===== config.mk =====
export PLATFORM = sky130hd
export DESIGN_NAME = vmx_chain_feeder_flat
export DESIGN_NICKNAME = d
export VERILOG_FILES = /design/src/rtl/vmx_chain_feeder_if.sv /design/src/rtl/vmx_chain_feeder.sv /design/src/flat_wrapper.sv
export SDC_FILE = /design/constraint.sdc
export NUM_CORES = 1
export LEC_CHECK = 0
export CAP_MARGIN = 25
export CORE_MARGIN = 2
export CORE_UTILIZATION = 45
export CTS_BUF_LIST = sky130_fd_sc_hd__clkbuf_4
export DETAILED_ROUTE_END_ITERATION = 16
export PLACE_DENSITY = 0.7
export SYNTH_ARGS = -nofsm -noshare
export SYNTH_HDL_FRONTEND = slang
export SYNTH_SLANG_ARGS = --single-unit
export TNS_END_PERCENT = 20

===== constraint.sdc =====
create_clock -name clk -period 2.35 [get_ports clk]
set_input_delay 0.47 -clock clk [delete_from_list [all_inputs] [get_ports clk]]
set_output_delay 0.47 -clock clk [all_outputs]
set_load 0.05 [all_outputs]

===== src/rtl/vmx_chain_feeder_if.sv =====
// Stream, config and PE-entry signals between a word source and the chain feeder.
// The slave modport is the feeder side; master is the driving side.
interface vmx_chain_feeder_if #(
  parameter int VEC_W = 16
);
  logic             cfg_start;
  logic             cfg_simd_mode;
  logic [VEC_W-1:0] cfg_num_vec;
  logic [15:0]      s_data;
  logic             s_valid;
  logic             s_ready;
  logic [15:0]      pe_data;
  logic             pe_is_weight;
  logic             pe_simd_mode;
  logic             busy;
  logic             done;

  modport master (
    output cfg_start, cfg_simd_mode, cfg_num_vec, s_data, s_valid,
    input  s_ready, pe_data, pe_is_weight, pe_simd_mode, busy, done
  );

  modport slave (
    input  cfg_start, cfg_simd_mode, cfg_num_vec, s_data, s_valid,
    output s_ready, pe_data, pe_is_weight, pe_simd_mode, busy, done
  );
endinterface


===== src/rtl/vmx_chain_feeder.sv =====
// Feeds a systolic PE chain: NUM_PE weight words, num_vec data words, then
// NUM_PE bubble cycles so partial sums drain before done.
module vmx_chain_feeder #(
  parameter int NUM_PE = 8,
  parameter int VEC_W  = 16
) (
  input  logic               clk,
  input  logic               rst,
  vmx_chain_feeder_if.slave  bus
);
  localparam int CW = $clog2(NUM_PE + 1);

  typedef enum logic [2:0] {IDLE, LOAD_W, STREAM, FLUSH, DONE} state_t;

  state_t           r_state;
  logic [CW-1:0]    r_wcnt;
  logic [CW-1:0]    r_fcnt;
  logic [VEC_W-1:0] r_vcnt;
  logic [VEC_W-1:0] r_nvec;
  logic [15:0]      r_data;
  logic             r_isw;
  logic             r_mode;
  logic             r_busy;
  logic             r_done;

  logic w_ready, w_acc, w_wlast, w_vlast, w_flast;

  assign w_ready = (r_state == LOAD_W) || (r_state == STREAM);
  assign w_acc   = w_ready && bus.s_valid;
  assign w_wlast = (r_wcnt == CW'(NUM_PE - 1));
  // One extra bit so num_vec = 2^VEC_W-1 terminates without wrapping.
  assign w_vlast = (({1'b0, r_vcnt} + (VEC_W+1)'(1)) == {1'b0, r_nvec});
  assign w_flast = (r_fcnt == CW'(NUM_PE - 1));

  assign bus.s_ready      = w_ready;
  assign bus.pe_data      = r_data;
  assign bus.pe_is_weight = r_isw;
  assign bus.pe_simd_mode = r_mode;
  assign bus.busy         = r_busy;
  assign bus.done         = r_done;

  always_ff @(posedge clk or posedge rst) begin
    if (rst) begin
      r_state <= IDLE;
      r_wcnt  <= '0;
      r_fcnt  <= '0;
      r_vcnt  <= '0;
      r_nvec  <= '0;
      r_data  <= '0;
      r_isw   <= 1'b0;
      r_mode  <= 1'b0;
      r_busy  <= 1'b0;
      r_done  <= 1'b0;
    end else begin
      // Non-accepting cycles become zero bubbles on the chain entry.
      r_data <= w_acc ? bus.s_data : 16'h0000;
      r_isw  <= w_acc && (r_state == LOAD_W);
      r_done <= 1'b0;
      case (r_state)
        IDLE: begin
          if (bus.cfg_start) begin
            r_mode  <= bus.cfg_simd_mode;
            r_nvec  <= bus.cfg_num_vec;
            r_wcnt  <= '0;
            r_vcnt  <= '0;
            r_fcnt  <= '0;
            r_busy  <= 1'b1;
            r_state <= LOAD_W;
          end
        end
        LOAD_W: begin
          if (w_acc) begin
            r_wcnt <= r_wcnt + 1'b1;
            if (w_wlast) r_state <= (r_nvec == '0) ? FLUSH : STREAM;
          end
        end
        STREAM: begin
          if (w_acc) begin
            r_vcnt <= r_vcnt + 1'b1;
            if (w_vlast) r_state <= FLUSH;
          end
        end
        FLUSH: begin
          r_fcnt <= r_fcnt + 1'b1;
          if (w_flast) begin
            r_state <= DONE;
            r_done  <= 1'b1;
          end
        end
        DONE: begin
          r_busy  <= 1'b0;
          r_state <= IDLE;
        end
        default: r_state <= IDLE;
      endcase
    end
  end
endmodule

===== src/flat_wrapper.sv =====
// flat-port wrapper written by rule: the top's interface ports become plain ports
module vmx_chain_feeder_flat 
#(
  parameter int NUM_PE = 8,
  parameter int VEC_W  = 16
)
  (clk, rst, bus_cfg_start, bus_cfg_simd_mode, bus_cfg_num_vec, bus_s_data, bus_s_valid, bus_s_ready, bus_pe_data, bus_pe_is_weight, bus_pe_simd_mode, bus_busy, bus_done);
  vmx_chain_feeder_if #(.VEC_W(VEC_W)) bus_i ();
  input  logic clk;
  input  logic rst;
  input wire logic [$bits(bus_i.cfg_start)-1:0] bus_cfg_start;
  input wire logic [$bits(bus_i.cfg_simd_mode)-1:0] bus_cfg_simd_mode;
  input wire logic [$bits(bus_i.cfg_num_vec)-1:0] bus_cfg_num_vec;
  input wire logic [$bits(bus_i.s_data)-1:0] bus_s_data;
  input wire logic [$bits(bus_i.s_valid)-1:0] bus_s_valid;
  output wire logic [$bits(bus_i.s_ready)-1:0] bus_s_ready;
  output wire logic [$bits(bus_i.pe_data)-1:0] bus_pe_data;
  output wire logic [$bits(bus_i.pe_is_weight)-1:0] bus_pe_is_weight;
  output wire logic [$bits(bus_i.pe_simd_mode)-1:0] bus_pe_simd_mode;
  output wire logic [$bits(bus_i.busy)-1:0] bus_busy;
  output wire logic [$bits(bus_i.done)-1:0] bus_done;
  assign bus_i.cfg_start = bus_cfg_start;
  assign bus_i.cfg_simd_mode = bus_cfg_simd_mode;
  assign bus_i.cfg_num_vec = bus_cfg_num_vec;
  assign bus_i.s_data = bus_s_data;
  assign bus_i.s_valid = bus_s_valid;
  assign bus_s_ready = bus_i.s_ready;
  assign bus_pe_data = bus_i.pe_data;
  assign bus_pe_is_weight = bus_i.pe_is_weight;
  assign bus_pe_simd_mode = bus_i.pe_simd_mode;
  assign bus_busy = bus_i.busy;
  assign bus_done = bus_i.done;
  vmx_chain_feeder #(.NUM_PE(NUM_PE), .VEC_W(VEC_W)) u_core (.clk(clk), .rst(rst), .bus(bus_i));
endmodule

==> results of run 1 <==
==> cells in the final DEF (no fill, tap or decap), drive strengths merged, types with 2 or more instances in the layout <==
master         instances
clkdlybuf4s50         56
or4                    2
nand2                 25
nand4                  6
nor2                  30
nand3b                 3
nand3                 10
mux2                  18
clkinvlp               2
a22oi                  2
a22o                   2
xor2                   7
a21o                   4
a21oi                  7
nor2b                  2
inv                    5
nor4                   6
nor3                   6
clkinv                 3
dfrtp                 63
o21ai                 31
and3                  18
buf                   16
nor3b                  4
mux2i                  3
clkbuf                 9
o31ai                  3
a2111oi                2
xnor2                 17
and2                   2
ha                     3
a31oi                  2
==> state kept, by name, indices dropped and copies added, names as in the netlist <==
signal	count
u_core.bus.done	1
u_core.r_vcnt	16
u_core.r_nvec	16
u_core.r_wcnt	4
u_core.bus.pe_is_weight	1
u_core.bus.pe_simd_mode	1
u_core.bus.pe_data	16
u_core.bus.busy	1
u_core.r_fcnt	4
u_core.r_state	3
==> layer usage <==
layer  vias up  share of wire, %  track usage (%)
met1      1310                48             29.3
li1       1247                 -                -
met4         0               1.8             7.69
met3        14               3.6             5.09
met5         -                 0                0
met2        51                46             31.4
==> per-stage QoR <==
step	utilization (%)	TNS, ns
after floorplan	-	0
after global placement	57.8	0
after detailed placement	57.8	-0.0322
after CTS	59.9	0
after global routing	60.0	0
final	60.0	0
==> where the power goes <==
group / internal, uW / switching [uW]
combinational: 892 / 1100
sequential: 1400 / 312
clock: 325 / 433
total: 2620 / 1850
==> worst register-to-register path, stage by stage (launching register included) <==
cell	delay [ns]
dfrtp_1	0.44
ha_1	0.22
nand3_2	0.18
or4_4	0.61
nand3b_1	0.10
o21ai_1	0.08
nor4_1	0.29
a41o_1	0.20
==> cells by family (layout without fill, tap and decap cells) <==
family | Yosys count | in the layout
XOR/XNOR | 24 | 24
flip-flops | 63 | 63
adder cells (fa/ha/maj) | 3 | 3
AND/OR/NAND/NOR | 117 | 117
AO/OA/AOI/OAI | 62 | 62
buffers and inverters | 20 | 92
multiplexers | 21 | 21
==> area by class of cell <==
class	instances	area, sq um	share of cell area, %
flip-flops and latches	63	1580	38.7
multi-input cells	227	1520	37.3
repair buffers	72	706	17.3
well taps	96	120	2.94
clock inverters	7	72.6	1.78
clock buffers	9	67.6	1.66
inverters	4	15.0	0.368
==> synth_stat cells (4+ instances only) <==
cell / instances
nand3_1: 8
inv_1: 4
a21oi_1: 7
nand4_1: 5
nand2_1: 25
nor2_1: 30
a21o_1: 4
xnor2_1: 17
xor2_1: 7
mux2_2: 18
nor3b_1: 4
clkbuf_1: 12
nor4_1: 4
o21ai_0: 30
dfrtp_1: 63
and3_1: 18
==> path summary, 6_finish.rpt <==
path                                              start                              end  slack [ns]
min reg2reg                u_core.r_wcnt[0]$_DFFE_PP0P_     u_core.r_wcnt[0]$_DFFE_PP0P_        0.52
min                                                 rst  u_core.bus.pe_data[1]$_DFF_PP0_        0.38
max reg2reg                u_core.r_vcnt[1]$_DFFE_PP0P_    u_core.r_state[0]$_DFFE_PP0P_        0.19
max in group asynchronous                           rst     u_core.r_nvec[8]$_DFFE_PP0P_        1.38
min in group clk           u_core.r_wcnt[0]$_DFFE_PP0P_     u_core.r_wcnt[0]$_DFFE_PP0P_        0.52
max                        u_core.r_vcnt[1]$_DFFE_PP0P_    u_core.r_state[0]$_DFFE_PP0P_        0.19
==> metrics, run 1 <==
layout cells sized above 1 16.8%; yosys synthesis warning count 0; CP Cell Sequence ha_1 -> nand3_2 -> or4_4 -> nand3b_1 -> o21ai_1 -> nor4_1 -> a41o_1; Setup CP Type reg -> reg; post-DP HPWL 5.63 mm; Routed Antenna Nets 0; Hold Crit Class in -> async; vias in the first global route around 2500; die area around 0.0077 sq mm; Num CTS Buffers 9; f_max about 460 MHz; detailed-route DRC error count 0; Post-Synth XOR/XNOR Area between 6 and 7%; Final Cell Area 0.00408 sq mm; Post-Synth Adder-Cell Area 1.19%; global-route wire length before repair 12.2 mm; distinct cell type count after synthesis 49; sum of buffers and inverters on the critical path 0; post-synthesis compound-gate area fraction 12.4%; min Tclk post-route 2.16 ns; power per cell area ~1100 mW/mm^2; Global Route Usage Sum roughly a fifth; sequential share of the synthesized area 49.8%; RSZ-0062 raised after global routing no; Synth Flop Type dfrtp_1; DIE WIDTH a little under 90 microns; area growth from synthesis to layout 28.9%; initial antenna violation count 0; post_cts resized 0; Slew headroom approximately 65%; Synth top area share 49.8%; pre-CTS WS -0.0322 ns; Clk Tree Root Cell clkbuf_4; Pre-antenna DRT Iters 4; DR WL/cell 16.0 microns; final worst-path setup slack between 0.15 and 0.2 ns; Synth async-reset ratio 100%; worst-margin pin slew 0.524 ns; routed vias/inst 5.49; Synth Cell Area around 0.0032 sq mm; DRC marker count from the first detailed-route iteration 140; Req. time, crit path 2.70 ns; R2R cell count 7; Synth area leaders dfrtp_1 (50%), mux2_2 (6.4%), o21ai_0 (4.7%), xnor2_1 (4.7%), and3_1 (3.6%); Fillers 579; Hold-fix buffers, CTS 0; post-route insts no fill 478; critical path peak fanout 6; Leakage 0.00173 uW; Post-CTS Setup Inserts 0; clock sinks 63; Worst setup EP type flip-flop; CTS clk-pin slew, worst paths 0.12 ns; mux cell area share after synthesis 7.35%; placed instance count 462; CP Launch Type flip-flop; Initial Utilization 46.6%; ANT cells 0; DR vias around 2600; Crit path depth 7; Worst VDD drop approximately 700 uV; largest net degree at the start of global routing 44; TritonCTS clock tree done; IO Pins 58; Critical Path Slowest Stage Cell or4_4; drt total wl between 7 and 8 mm; Clock Skews approximately 0.018 ns; Final #Nets 417; site row count 30; hold slack 0.384 ns; clock buffer depth 2; final critical-path share of the clock period 92.1%; Setup Viol. Count Final 0; Synth Area in Simple Gates 20.2%; Skew-Pair Late Insertion Delay 0.42 ns; combinational family with the most area after synthesis simple AND/OR/NAND/NOR gates; Post-Syn Instances 310; Post-Syn Area per Cell 10.2 sq um; power after layout 4470 uW; max cap viols 0; Die Ht 87.9 microns; Port Buffers 57; Critical Path AT 2.51 ns; total congestion overflow 0; Post-synth EDFFs 0; post-synth top area cell dfrtp_1; delay of the slowest critical-path stage 0.61 ns; core area 0.00679 sq mm; Placer Congestion 0.876; H-tree Lvls 3; Post-Syn Nets between 300 and 400; Area after DPL between 0.003 and 0.004 sq mm; run status completed; Seq cells post-synth 63; Worst path top cell family by delay simple AND/OR/NAND/NOR gates; Max Slew Vio Count 0; Final Hold Vio Count 0
No activity file was read; power rests on OpenSTA's default activity.
==> run 2: changes to the inputs <==
--- a/config.mk
+++ b/config.mk
@@ -11,6 +11,7 @@
 export CTS_BUF_LIST = sky130_fd_sc_hd__clkbuf_4
 export DETAILED_ROUTE_END_ITERATION = 16
 export PLACE_DENSITY = 0.7
+export REMOVE_ABC_BUFFERS = 1
 export SYNTH_ARGS = -nofsm -noshare
 export SYNTH_HDL_FRONTEND = slang
 export SYNTH_SLANG_ARGS = --single-unit
==> metrics, run 2 (synthesis results as in run 1) <==
run status completed; worst-margin pin slew 0.527 ns (+0.00294 ns); f_max 449 MHz (-2.8%); clock buffer depth 2 (unchanged); Req. time, crit path 2.71 ns (about the same); commonest non-fill, non-tap cells in the layout dfrtp_1 (63), clkdlybuf4s50_1 (56), o21ai_0 (30), nor2_1 (28), nand2_1 (25); IO Pins 58 (unchanged); power per cell area 1100 mW/mm^2 (+0.49%); site row count 30 (unchanged); Slew headroom 64.6% (-0.38 points); Area after DPL 0.00390 sq mm (-0.70%); die area 0.00772 sq mm (unchanged); vias in the first global route 2430 (-2.6%); post-route insts no fill 476 (-0.42%); final setup TNS 0 ns (unchanged); Placer Congestion 0.871 (-0.63%); Final Cell Area 0.00406 sq mm (-0.46%); R2R cell count 7 (unchanged); Critical path origin u_core.r_vcnt[1]$_DFFE_PP0P_; post-DP HPWL 5.24 mm (-6.9%); max cap viols 0 (unchanged); CP Launch Type flip-flop; Setup Viol. Count Final 0 (unchanged); Final Hold Vio Count 0 (unchanged); Clock Skews 0.0189 ns (+0.00134 ns); initial antenna violation count 0 (unchanged); core area 0.00679 sq mm (unchanged); Max Slew Vio Count 0 (unchanged); detailed-route DRC error count 0 (unchanged); Pre-antenna DRT Iters 5 (+1); Clk Tree Root Cell clkbuf_4; critical path peak fanout 9 (+3); Fillers 581 (+0.35%); final core utilization 59.8% (-0.28 points); Global Route Usage Sum 20.4% (-0.46 points); Leakage 0.00171 uW (-0.96%); Setup CP Type reg -> reg; Port Buffers 57 (unchanged); TritonCTS clock tree done; clock sinks 63 (unchanged); drt total wl 7.21 mm (-5.4%); ANT cells 0 (unchanged); routed vias/inst 5.37 (-2.1%); total congestion overflow 0 (unchanged); FF-to-FF End u_core.r_state[0]$_DFFE_PP0P_; commonest non-fill, non-tap cell in the layout dfrtp_1; area growth from synthesis to layout 28.3%; placed instance count 460 (-0.43%); min Tclk post-route 2.23 ns (+0.0626 ns); global-route wire length before repair 12.0 mm (-1.9%); largest net degree at the start of global routing 43 (-2.3%); DRC marker count from the first detailed-route iteration 109 (-22%); CTS clk-pin slew, worst paths 0.12 ns (about the same); Hold Crit Class in -> async; Num CTS Buffers 9 (unchanged); Final #Nets 415 (-0.48%); layout cells sized above 1 16.8% (+0.088 points); Worst setup EP type flip-flop; DR vias 2556 (-2.5%); Die Ht 87.9 microns (unchanged); DIE WIDTH 87.9 microns (unchanged); RR Startpoint u_core.r_vcnt[1]$_DFFE_PP0P_; DR WL/cell 15.1 microns (-5.0%); Skew-Pair Late Insertion Delay 0.42 ns (about the same); Worst VDD drop 596 uV (-15%); flop2flop setup slack 0.12 ns (-0.06 ns); Hold-fix buffers, CTS 0 (unchanged); Routed Antenna Nets 0 (unchanged); Critical Path AT 2.58 ns (+0.07 ns); final critical-path share of the clock period 94.8% (+2.7 points); Initial Utilization 46.6% (unchanged); H-tree Lvls 3 (unchanged)
==> run 2: worst max-delay path by stage <==
stage	endpoint	slack (ns)	cells past startpoint
2_1_floorplan	u_core.r_fcnt[2]$_DFFE_PP0P_	0.19	6
3_3_place_gp	u_core.r_state[0]$_DFFE_PP0P_	-0.01	7
3_5_place_dp	u_core.r_state[0]$_DFFE_PP0P_	-0.10	7
4_1_cts	u_core.r_state[0]$_DFFE_PP0P_	0.004	7
5_1_grt	u_core.r_state[0]$_DFFE_PP0P_	-0.02	6
6_report	u_core.r_state[0]$_DFFE_PP0P_	0.12	7
==> run 2: layout make-up <==
type	instances	area, sq um	share of cell area [%]
repair buffers	70	678	16.7
clock buffers	9	67.6	1.66
inverters	4	15.0	0.370
clock inverters	7	72.6	1.79
well taps	96	120	2.96
multi-input cells	227	1530	37.7
flip-flops and latches	63	1580	38.8
==> run 2: routing by layer <==
metal | wire length [microns] | global-route usage (%)
met1 | 3310 | 27.7
met2 | 3260 | 30.4
met3 | 479 | 5.75
met4 | 159 | 9.37
met5 | 0 | 0
==> run 2: report_power, final <==
part | leakage (uW) | internal, uW | switching (uW)
Sequential | 0.000816 | 1400 | 309
Combinational | 0.000826 | 896 | 1110
Clock | 0.0000723 | 325 | 423
==> run 2: what timing repair did <==
item                                   in CTS  in global routing
endpoints found under the hold margin       0                  0
gates resized for setup                     0                  5
buffers inserted                            0                  0
setup endpoints to repair                   0                  1
==> run 2: critical path, stage by stage (launching register included) <==
cell,delay [ns]
dfrtp_1,0.42
ha_2,0.27
nand3_2,0.21
or4_4,0.62
nand3b_1,0.10
o21ai_1,0.08
nor4_2,0.29
a41o_1,0.19
==> run 2: metrics by stage <==
step | hold WS (ns) | setup WS, ns | power (uW)
detailed placement | 0.499 | -0.102 | 3710
floorplan | 0.468 | 0.186 | 2970
global route | 0.415 | -0.0197 | 4750
global placement | 0.480 | -0.00969 | 3680
finish | 0.383 | 0.122 | 4470
CTS | 0.379 | 0.00406 | 4480
==> run 3: changes to the inputs <==
--- a/config.mk
+++ b/config.mk
@@ -7,10 +7,9 @@
 export LEC_CHECK = 0
 export CAP_MARGIN = 25
 export CORE_MARGIN = 2
-export CORE_UTILIZATION = 45
+export CORE_UTILIZATION = 40
 export CTS_BUF_LIST = sky130_fd_sc_hd__clkbuf_4
 export DETAILED_ROUTE_END_ITERATION = 16
-export PLACE_DENSITY = 0.7
 export REMOVE_ABC_BUFFERS = 1
 export SYNTH_ARGS = -nofsm -noshare
 export SYNTH_HDL_FRONTEND = slang
==> metrics, run 3 (synthesis results as in run 1) <==
clock buffer depth 2 (unchanged); Pre-antenna DRT Iters 5 (unchanged); Skew-Pair Late Insertion Delay 0.41 ns (about the same); Hold-fix buffers, CTS 0 (unchanged); IO Pins 58 (unchanged); Fillers 714 (+23%); clock sinks 63 (unchanged); Req. time, crit path 2.71 ns (about the same); DRC marker count from the first detailed-route iteration 151 (+39%); initial antenna violation count 0 (unchanged); final critical-path share of the clock period 91.8% (-3.0 points); drt total wl 7.30 mm (+1.3%); post-DP HPWL 5.35 mm (+2.2%); flop2flop setup slack 0.19 ns (+0.07 ns); layout cells sized above 1 17.2% (+0.35 points); post-route insts no fill 486 (+2.1%); Worst VDD drop 646 uV (+8.3%); DR vias 2541 (-0.59%); Final Cell Area 0.00413 sq mm (+1.8%); FF-to-FF End u_core.r_state[0]$_DFFE_PP0P_; Clk Tree Root Cell clkbuf_4; Die Ht 92.9 microns (+5.8%); Port Buffers 57 (unchanged); Leakage 0.00176 uW (+2.5%); Initial Utilization 41.2% (-5.4 points); critical path peak fanout 6 (-3); area growth from synthesis to layout 30.6%; core area 0.00769 sq mm (+13%); total congestion overflow 0 (unchanged); power after layout 4530 uW (+1.4%); DIE WIDTH 92.9 microns (+5.8%); pre-CTS WS -0.113 ns (-0.0107 ns); routed vias/inst 5.23 (-2.6%); min Tclk post-route 2.16 ns (-0.0698 ns); hold slack 0.391 ns (+0.00834 ns); Setup CP Type reg -> reg; Slew headroom 65.3% (+0.74 points); commonest non-fill, non-tap cell in the layout dfrtp_1; Clock Skews 0.0132 ns (-0.00567 ns); site row count 32 (+6.7%); Global Route Usage Sum 18.1% (-2.3 points); Final #Nets 419 (+0.96%); Routed Antenna Nets 0 (unchanged); Area after DPL 0.00396 sq mm (+1.4%); CTS clk-pin slew, worst paths 0.11 ns (about the same); Critical Path AT 2.52 ns (-0.06 ns); max cap viols 0 (unchanged); run status completed; RSZ-0062 raised after global routing no; Setup Viol. Count Final 0 (unchanged); vias in the first global route 2454 (+0.99%); largest net degree at the start of global routing 23 (-47%); f_max 463 MHz (+3.2%); R2R cell count 7 (unchanged); Placer Congestion 0.862 (-0.99%); power per cell area 1100 mW/mm^2 (-0.34%); worst-margin pin slew 0.518 ns (-0.00837 ns); Worst setup EP type flip-flop; H-tree Lvls 3 (unchanged); placed instance count 469 (+2.0%); Final Hold Vio Count 0 (unchanged); Hold Crit Class in -> async; die area 0.00864 sq mm (+12%); commonest non-fill, non-tap cells in the layout dfrtp_1 (63), clkdlybuf4s50_1 (56), o21ai_0 (30), nor2_1 (28), nand2_1 (25); ANT cells 0 (unchanged); detailed-route DRC error count 0 (unchanged); RR Startpoint u_core.r_vcnt[1]$_DFFE_PP0P_; global-route wire length before repair 12.1 mm (+0.74%); final worst-path setup slack 0.192 ns (+0.0698 ns); Max Slew Vio Count 0 (unchanged); TritonCTS clock tree done; CP Launch Type flip-flop; Num CTS Buffers 9 (unchanged); DR WL/cell 15.0 microns (-0.79%)
==> run 3: worst max path at each step <==
stage	from	to	slack [ns]	depth (start not counted)
after floorplan	u_core.r_state[1]$_DFFE_PP0P_	u_core.r_fcnt[2]$_DFFE_PP0P_	0.19	6
after global placement	bus_s_valid	u_core.r_state[0]$_DFFE_PP0P_	0.02	7
after detailed placement	bus_s_valid	u_core.r_state[0]$_DFFE_PP0P_	-0.11	7
after CTS	u_core.r_vcnt[1]$_DFFE_PP0P_	u_core.r_state[0]$_DFFE_PP0P_	0.06	8
after global routing	u_core.r_vcnt[1]$_DFFE_PP0P_	u_core.r_state[0]$_DFFE_PP0P_	0.005	7
final	u_core.r_vcnt[1]$_DFFE_PP0P_	u_core.r_state[0]$_DFFE_PP0P_	0.19	7
==> run 3: per-layer routing <==
layer	share of wire [%]	routed length [microns]	track usage (%)	vias to the layer above
met5	0	0	0	-
met4	0.58	42	5.51	0
met3	3.1	226	5.45	4
met2	49	3590	28.0	40
met1	47	3440	24.4	1245
li1	-	-	-	1252
==> run 3: report_power, final <==
group          total [uW]  switching [uW]  internal, uW
clock network         833             408           424
registers            1710             302          1400
logic                1990            1090           906
==> run 3: worst max-delay path: stages (launching register included) <==
cell,delay [ns]
dfrtp_1,0.42
ha_2,0.26
nand3_2,0.17
or4_4,0.60
nand3b_1,0.09
o21ai_1,0.07
nor4_1,0.29
a41o_1,0.20
==> run 3: repair_timing <==
| action | CTS | global route |
|---|---|---|
| endpoints found under the setup margin | 1 | 1 |
| cloned | 0 | 0 |
| resized for setup | 2 | 2 |
| endpoints found under the hold margin | 0 | 0 |
| setup buffers | 0 | 1 |
==> run 3: stage by stage <==
| stage | TNS, ns | utilization (%) |
|---|---|---|
| 6_report | 0 | 53.7 |
| 3_5_place_dp | -0.113 | 51.5 |
| 2_1_floorplan | 0 | - |
| 5_1_grt | 0 | 53.7 |
| 4_1_cts | 0 | 53.5 |
| 3_3_place_gp | 0 | 51.5 |
==> run 3: layout make-up <==
type | count | area [sq um] | area share, %
repair buffers | 74 | 733 | 17.7
clock buffers | 9 | 67.6 | 1.64
well taps | 102 | 128 | 3.09
inverters | 4 | 15.0 | 0.363
multi-input cells | 227 | 1520 | 36.9
clock inverters | 7 | 87.6 | 2.12
flip-flops and latches | 63 | 1580 | 38.2
